--- config.mk ---
export PLATFORM = sky130hd
export DESIGN_NAME = pattern_sched_flat
export DESIGN_NICKNAME = d
export VERILOG_FILES = /design/src/rtl/pattern_sched_if.sv /design/src/rtl/pattern_sched.sv /design/src/flat_wrapper.sv
export SDC_FILE = /design/constraint.sdc
export NUM_CORES = 1
export LEC_CHECK = 0
export ABC_AREA = 1
export CORE_MARGIN = 2
export CORE_UTILIZATION = 35
export CTS_BUF_LIST = sky130_fd_sc_hd__clkbuf_8
export CTS_CLUSTER_SIZE = 10
export DETAILED_ROUTE_END_ITERATION = 10
export SYNTH_ARGS = -nofsm -noshare
export SYNTH_HDL_FRONTEND = slang
export SYNTH_SLANG_ARGS = --single-unit
--- constraint.sdc ---
create_clock -name clk -period 1.84 [get_ports clk]
set_input_delay 0.552 -clock clk [delete_from_list [all_inputs] [get_ports clk]]
set_output_delay 0.552 -clock clk [all_outputs]
set_load 0.02 [all_outputs]
--- src/rtl/pattern_sched_if.sv ---
// Requester and detector signal bundle for pattern_sched.
// The slave modport is the scheduler's view; master is the requester/detector side.
interface pattern_sched_if #(
   parameter int NREQ  = 4,
   parameter int WIDTH = 16,
   parameter int CNT_W = 5
);
   localparam int ID_W = $clog2(NREQ);

   logic [NREQ-1:0]       req;
   logic [NREQ*WIDTH-1:0] data;
   logic [NREQ-1:0]       gnt;
   logic                  det_clr;
   logic                  det_in;
   logic                  det_out;
   logic                  busy;
   logic                  done;
   logic [ID_W-1:0]       done_id;
   logic [CNT_W-1:0]      match_cnt;

   modport slave (
      input  req, data, det_out,
      output gnt, det_clr, det_in, busy, done, done_id, match_cnt
   );

   modport master (
      output req, data, det_out,
      input  gnt, det_clr, det_in, busy, done, done_id, match_cnt
   );
endinterface

--- src/rtl/pattern_sched.sv ---
// Time-shares one serial pattern detector among NREQ requesters (round-robin by default).
// Define PATTERN_SCHED_PRIO_EN for fixed lowest-index-wins priority.
module pattern_sched #(
   parameter int NREQ    = 4,
   parameter int WIDTH   = 16,
   parameter int DET_LAT = 1,
   parameter int CNT_W   = 5
) (
   input  logic            clk,
   input  logic            rst,
   pattern_sched_if.slave  bus
);
   localparam int ID_W = $clog2(NREQ);
   localparam int BC_W = $clog2(WIDTH + 1);

   typedef enum logic [2:0] {IDLE, CLEAR, SHIFT, DRAIN, DONE} state_t;

   state_t            state, state_d;
   logic [WIDTH-1:0]  shreg, shreg_d;
   logic [BC_W-1:0]   bit_cnt, bit_cnt_d;
   logic [CNT_W-1:0]  cnt, cnt_d, cnt_inc;
   logic [ID_W-1:0]   id, id_d;
   logic [NREQ-1:0]   gnt_q, gnt_d;
   logic              det_clr_q, det_clr_d;
   logic              det_in_q, det_in_d;
   logic              busy_q, busy_d;
   logic              done_q, done_d;
   logic [ID_W-1:0]   done_id_q, done_id_d;
   logic [CNT_W-1:0]  match_cnt_q, match_cnt_d;

   logic              sample;
   logic              win_vld;
   logic              win_take;
   logic [ID_W-1:0]   win_id;
   logic [ID_W-1:0]   start;
   logic [ID_W-1:0]   idx;
   int                sum;

`ifdef PATTERN_SCHED_PRIO_EN
   assign start = '0;
`else
   logic [ID_W-1:0] ptr;

   always_ff @(posedge clk or negedge rst) begin
      if (!rst)
         ptr <= '0;
      else if (win_take)
         ptr <= (win_id == ID_W'(NREQ - 1)) ? '0 : win_id + 1'b1;
   end

   assign start = ptr;
`endif

   // First pending requester at or after start, wrapping modulo NREQ.
   always_comb begin
      win_vld = 1'b0;
      win_id  = '0;
      idx     = '0;
      sum     = 0;
      for (int i = 0; i < NREQ; i++) begin
         sum = int'(start) + i;
         if (sum >= NREQ) sum = sum - NREQ;
         idx = ID_W'(sum);
         if (!win_vld && bus.req[idx]) begin
            win_vld = 1'b1;
            win_id  = idx;
         end
      end
   end

   assign win_take = win_vld && (state == IDLE || state == DONE);

   // NOTE: every comb output gets a default first; a missed branch would otherwise infer a latch.
   always_comb begin
      state_d     = state;
      shreg_d     = shreg;
      bit_cnt_d   = bit_cnt;
      cnt_d       = cnt;
      id_d        = id;
      gnt_d       = '0;
      det_clr_d   = 1'b0;
      det_in_d    = 1'b0;
      done_d      = 1'b0;
      done_id_d   = done_id_q;
      match_cnt_d = match_cnt_q;

      // One sample per input bit: skip the first DET_LAT shift cycles, cover all of DRAIN.
      sample  = (state == SHIFT && bit_cnt >= BC_W'(DET_LAT)) || state == DRAIN;
      cnt_inc = (sample && bus.det_out && cnt != '1) ? cnt + 1'b1 : cnt;

      unique case (state)
         IDLE, DONE: begin
            if (win_vld) begin
               state_d        = CLEAR;
               gnt_d[win_id]  = 1'b1;
               det_clr_d      = 1'b1;
               shreg_d        = bus.data[int'(win_id)*WIDTH +: WIDTH];
               id_d           = win_id;
            end else begin
               state_d = IDLE;
            end
         end
         CLEAR: begin
            state_d   = SHIFT;
            cnt_d     = '0;
            bit_cnt_d = '0;
            det_in_d  = shreg[WIDTH-1];
            shreg_d   = shreg << 1;
         end
         SHIFT: begin
            cnt_d = cnt_inc;
            if (bit_cnt == BC_W'(WIDTH - 1)) begin
               state_d   = DRAIN;
               bit_cnt_d = '0;
            end else begin
               bit_cnt_d = bit_cnt + 1'b1;
               det_in_d  = shreg[WIDTH-1];
               shreg_d   = shreg << 1;
            end
         end
         DRAIN: begin
            cnt_d = cnt_inc;
            if (bit_cnt == BC_W'(DET_LAT - 1)) begin
               state_d     = DONE;
               done_d      = 1'b1;
               done_id_d   = id;
               match_cnt_d = cnt_inc;
            end else begin
               bit_cnt_d = bit_cnt + 1'b1;
            end
         end
         default: state_d = IDLE;
      endcase

      busy_d = (state_d != IDLE);
   end

   // NOTE: registers use <= so every flop samples pre-edge values regardless of statement order.
   always_ff @(posedge clk or negedge rst) begin
      if (!rst) begin
         state       <= IDLE;
         shreg       <= '0;
         bit_cnt     <= '0;
         cnt         <= '0;
         id          <= '0;
         gnt_q       <= '0;
         det_clr_q   <= 1'b0;
         det_in_q    <= 1'b0;
         busy_q      <= 1'b0;
         done_q      <= 1'b0;
         done_id_q   <= '0;
         match_cnt_q <= '0;
      end else begin
         state       <= state_d;
         shreg       <= shreg_d;
         bit_cnt     <= bit_cnt_d;
         cnt         <= cnt_d;
         id          <= id_d;
         gnt_q       <= gnt_d;
         det_clr_q   <= det_clr_d;
         det_in_q    <= det_in_d;
         busy_q      <= busy_d;
         done_q      <= done_d;
         done_id_q   <= done_id_d;
         match_cnt_q <= match_cnt_d;
      end
   end

   assign bus.gnt       = gnt_q;
   assign bus.det_clr   = det_clr_q;
   assign bus.det_in    = det_in_q;
   assign bus.busy      = busy_q;
   assign bus.done      = done_q;
   assign bus.done_id   = done_id_q;
   assign bus.match_cnt = match_cnt_q;
endmodule
--- src/flat_wrapper.sv ---
// flat-port wrapper written by rule: the top's interface ports become plain ports
module pattern_sched_flat 
#(
   parameter int NREQ    = 4,
   parameter int WIDTH   = 16,
   parameter int DET_LAT = 1,
   parameter int CNT_W   = 5
)
  (clk, rst, bus_req, bus_data, bus_det_out, bus_gnt, bus_det_clr, bus_det_in, bus_busy, bus_done, bus_done_id, bus_match_cnt);
  pattern_sched_if #(.NREQ(NREQ), .WIDTH(WIDTH), .CNT_W(CNT_W)) bus_i ();
  input  logic clk;
  input  logic rst;
  input wire logic [$bits(bus_i.req)-1:0] bus_req;
  input wire logic [$bits(bus_i.data)-1:0] bus_data;
  input wire logic [$bits(bus_i.det_out)-1:0] bus_det_out;
  output wire logic [$bits(bus_i.gnt)-1:0] bus_gnt;
  output wire logic [$bits(bus_i.det_clr)-1:0] bus_det_clr;
  output wire logic [$bits(bus_i.det_in)-1:0] bus_det_in;
  output wire logic [$bits(bus_i.busy)-1:0] bus_busy;
  output wire logic [$bits(bus_i.done)-1:0] bus_done;
  output wire logic [$bits(bus_i.done_id)-1:0] bus_done_id;
  output wire logic [$bits(bus_i.match_cnt)-1:0] bus_match_cnt;
  assign bus_i.req = bus_req;
  assign bus_i.data = bus_data;
  assign bus_i.det_out = bus_det_out;
  assign bus_gnt = bus_i.gnt;
  assign bus_det_clr = bus_i.det_clr;
  assign bus_det_in = bus_i.det_in;
  assign bus_busy = bus_i.busy;
  assign bus_done = bus_i.done;
  assign bus_done_id = bus_i.done_id;
  assign bus_match_cnt = bus_i.match_cnt;
  pattern_sched #(.NREQ(NREQ), .WIDTH(WIDTH), .DET_LAT(DET_LAT), .CNT_W(CNT_W)) u_core (.clk(clk), .rst(rst), .bus(bus_i));
endmodule
Word level (Yosys, flattened, before mapping)
Cells that the tools add are included.

Flip-flop bits (word level): 48. Input bits: 71. Output and inout port bits: 15.

Add/sub/neg operators: 10. $lt $le $gt $ge: 11. Muxes and demuxes: 43. Shifts and indexed selects: 1. Equality and inequality tests: 10. Reduce and logical (&&, ||, !) cells: 25.

Operators with widths (count): $shiftx A64 B7 Y16 (1); $pmux W16 S3 (1); $mux W16 (2); $mux W2 (9); $lt A2 B3 Y1 const B (5); $mux W1 (15); $mux W5 (3); $pmux W5 S3 (1); $pmux W3 S4 (1); $add A5 B1 Y5 const B (2); $pmux W5 S2 (1); $ge A3 B3 Y1 const B (3); $reduce_bool A3 Y1 (3); $bmux W1 S2 (4); $logic_and A1 B1 Y1 (8); $mux W4 (2); $sub A2 B1 Y2 const B (4); $add A2 B2 Y3 const B (2); $eq A3 B2 Y1 const B (2); $mux W3 (2); $reduce_and A2 Y1 (3); $eq A5 B4 Y1 const B (1); $ge A5 B1 Y1 const B (1); $logic_not A5 Y1 (1); other kinds (18) (23).

Depth between registers and ports, before layout
Word-level depth: 20. Depth in mapped cells: 16.

Least setup slack after synthesis
No wires, ideal clock.

Path kind: input to register. Start: input bus_req[3]. End: register u_core.ptr[1]. Setup slack: -0.169 ns. Stages on the path: 12. Arrival: 1.883 ns. Cells stage by stage: inv_1 nand2_1 nand3_1 nand2_1 nor2_4 nand4_1 nand2_4 inv_4 buf_4 ha_1 nand2_1 o21ai_0.

Longest elaborated chain between the ends: 14.

Ends and longest elaborated chain: start: declaration (RTL line flat_wrapper.sv:13) `input wire logic [$bits(bus_i.req)-1:0] bus_req;`; $bmux W1 S2 (RTL line pattern_sched.sv:64) `if (!win_vld && bus.req[idx]) begin`; $mux W1 (implied by the code) (RTL line pattern_sched.sv:64); $mux W1 (RTL line pattern_sched.sv:64); $logic_not A1 Y1 (RTL line pattern_sched.sv:64); $logic_and A1 B1 Y1 (RTL line pattern_sched.sv:64); $mux W1 (RTL line pattern_sched.sv:64); $logic_not A1 Y1 (RTL line pattern_sched.sv:64); $logic_and A1 B1 Y1 (RTL line pattern_sched.sv:64); $mux W1 (RTL line pattern_sched.sv:64); $logic_not A1 Y1 (RTL line pattern_sched.sv:64); $logic_and A1 B1 Y1 (RTL line pattern_sched.sv:64); $mux W2 * (RTL line pattern_sched.sv:64); named net u_core.win_id[1] (RTL line pattern_sched.sv:34) `logic [ID_W-1:0] win_id;`; $add A2 B1 Y2 / $eq A2 B2 Y1 (equally long branches) (RTL line pattern_sched.sv:48) `ptr <= (win_id == ID_W'(NREQ - 1)) ? '0 : win_id + 1'b1;`; $mux W2 * (RTL line pattern_sched.sv:48); end signal: assignment (RTL line pattern_sched.sv:48); end: declaration (RTL line pattern_sched.sv:42) `logic [ID_W-1:0] ptr;`.

The timed path passes the listed nets; every way through them passes the cells marked *. The select of a mux whose other input is x is not followed. A chain may end at the register's enable or synchronous reset.

Worst setup path after layout
Start: register u_core.ptr[0]. End: register u_core.ptr[1].

Longest elaborated chain between the ends: 16.

Ends and longest elaborated chain (RTL line): parallel branches: the longest is 13 deep, another holds $add A2 B1 Y3; $mux W2 * (pattern_sched.sv:64); named net u_core.win_id[0] (pattern_sched.sv:34); $add A2 B1 Y2 / $eq A2 B2 Y1 (equally long branches) (pattern_sched.sv:48); $mux W2 * (pattern_sched.sv:48).

Mark *: on every way through the listed nets, which the timed path passes. The select of a mux whose other input is x is not followed.

==> metrics.yaml <==
period_minus_slack_ns: 2.07
rsz0062_at_grt: "true"
yosys_register_bits: 48
final_cell_mix: "nand2_1, inv_1, clkdlybuf4s50_1"
synthTopCellsByArea: "dfrtp_1, nand2_1, inv_1"
synth_edf_count: 0
gp_congestion: 0.849
synth_top_area_share_pct: 35.4
drive_gt1_share_pct: 26.6
clk_latency_ns: 0.29
path_cells: "buf_6, nand2_4, nand2_4, nand2_4, nand2_2, nor2_4, nand3_4, buf_6, nand3_4, clkinvlp_4, ha_4, nand2_2, o21ai_1"
dp_hpwl_um: 6980
grt_start_max_net_pins: 31
dp_cells: 734
drv_cap: 0
critPathRequiredTime_ns: 2.07
setup_viol: 24
max_freq_mhz: 483
total_power_mw: 12.6
ys_types: 32
setup.worst_path.end_class: "register"
placed_area_um2: 4650
die_area_um2: 10500
io_pins: 86
p_leak_nw: 2.88
p_per_area_nw_per_um2: 2280
core_um2: 9330
hold_viol_final: 0
firstDrtPassIters: 4
grt_pass1_vias: 3576
drc: 0
syn_to_final_growth_pct: 62.4
ys_async_sr_fraction_pct: 100
finalMaxSlewViolations: 0
grtUsageTotal_pct: 19.3
std_cell_rows: 35
status: "complete, but fails checks"
final_common_cell: "nand2_1"
routed_wl_um: 10100
cts_tree: "yes"
n_antenna_cell: 0
routed-via-count: 3633
overflow: 0
violations: "negative setup slack"
start_kind: "register"
vias_per_cell: 4.76
antenna_found_initial: 0
dp_slack_ns: -0.626
crit_top_cell: "nand2_4"
final_util_pct: 59.1
path_clk_slew_ns: 0.09
worstMarginPinSlew_ns: 0.581
synth_cells: 511
cts_sinks: 48
synth_ff_type: "dfrtp_1"
yosysTopAreaCell: "dfrtp_1"
syn_area_um2: 3390
slowest_stage: "dfrtp_2"
clk_path_buf_depth: 2
die_width_um: 102
fin_area_um2: 5510
nets: 716
htreeDepth: 2
relSlewSlack_pct: 61.3
avgSynthCellArea_um2: 6.64
critPathArrivalTime_ns: 2.30
ys_seq_area_share_pct: 35.4
yosysWarnings: 0
postRouteAntennaNets: 0
ir_worst_vdd_uv: 1020
max_stage_delay_ns: 0.47
root_buffer: "clkbuf_8"
hold_path.class: "in2async"
wl_per_cell_um: 13.2
crit_type: "reg2reg"
drt_iter0_drc: 207
critPathMaxFanout: 5
grt_pass1_wl_um: 16300
initial_utilization_pct: 36.4
setup_slack_ns: -0.232
fin_skew_ns: 0.00331
finalCritPeriodShare_pct: 113
numCtsBuffers: 5
port_buffers: 85
fillers: 850
die_y_um: 102
synth_fp_nets: 593
fin_cells: 764
## cells by family (layout without fill, tap and decap cells)
group	Yosys count	in the layout	share of synthesized area, %
AND/OR/NAND/NOR	302	302	40.1
buffers and inverters	120	244	15.1
XOR/XNOR	3	3	0.775
adder cells (fa/ha/maj)	11	11	4.06
AO/OA/AOI/OAI	27	27	4.54
flip-flops	48	48	35.4
## report_power, final
| part | internal (mW) | switching [mW] | leakage [nW] |
|---|---|---|---|
| logic | 4.53 | 5.44 | 2.22 |
| registers | 1.56 | 0.302 | 0.606 |
| clock network | 0.402 | 0.352 | 0.0541 |
| total | 6.49 | 6.10 | 2.88 |
## per-stage QoR
stage	TNS [ns]	hold WS [ns]
2_1_floorplan	0	0.256
3_3_place_gp	-14.26	0.462
3_5_place_dp	-15.67	0.462
4_1_cts	-4.63	0.248
5_1_grt	-6.93	0.267
6_report	-3.81	0.241
## synthesized netlist by cell type (2+ instances only)
master,number
nand2_1,146
inv_1,93
nand3_1,61
nor2_1,49
dfrtp_1,48
nand4_1,31
o21ai_0,18
ha_1,11
buf_2,6
buf_4,6
clkbuf_1,6
a21oi_1,3
buf_6,3
nand2_2,3
xor2_1,3
inv_2,2
inv_4,2
nand2_4,2
nand3_2,2
nor3_1,2
nor3b_1,2
o22ai_1,2
## worst paths after layout
kind	cells past startpoint	end	startpoint	slack, ns
max	13	u_core.ptr[1]	u_core.ptr[0]	-0.23
min	1	u_core.bus.done_id[0]	rst	0.24
max reg2reg	13	u_core.ptr[1]	u_core.ptr[0]	-0.23
min reg2reg	2	u_core.bus.done_id[1]	u_core.id[1]	0.48
max in group asynchronous	2	u_core.cnt[1]	rst	1.08
min in group clk	2	u_core.bus.done_id[1]	u_core.id[1]	0.48
## critical path, delay by kind of cell, from the launching register on
kind                       cells  cell delay, ns
AOI/OAI and AO/OA              1            0.05
DFF                            1            0.47
and+or+nand+nor                8            0.68
adders and majority gates      1            0.30
buffers and inverters          3            0.50
## per-layer routing
metal	part of all wire [%]	wire length, um	track usage [%]	vias to the layer above
met5	0	0	0	-
met4	1.9	194	4.10	0
met3	4.5	458	3.28	15
met1	43	4360	23.8	1661
met2	50	5080	35.3	121
li1	-	-	-	1836
## what timing repair did
item                       4_1_cts  5_1_grt
setup endpoints to repair       34       46
pin swaps                       12       40
setup buffers                   12        8
hold buffers                     0        0
hold endpoints to repair         0        0
resized for setup               31      115
cloned                           3        2
## flip-flops by register name, summed over array words and instances (netlist names), 3 cells and up
signal	cells
u_core.bus.match_cnt	5
u_core.shreg	16
u_core.bit_cnt	5
u_core.cnt	5
u_core.bus.gnt	4
u_core.state	3
## cell type report
class / count / area, um2 / share of cell area, %
Timing Repair Buffer: 138 / 1530 / 27.8
Tap cell: 129 / 161 / 2.93
Sequential cell: 48 / 1200 / 21.8
Multi-Input combinational cell: 343 / 2120 / 38.4
Clock inverter: 3 / 42.5 / 0.772
Clock buffer: 5 / 68.8 / 1.25
Inverter: 98 / 387 / 7.02
No activity file was read; power rests on OpenSTA's default activity.
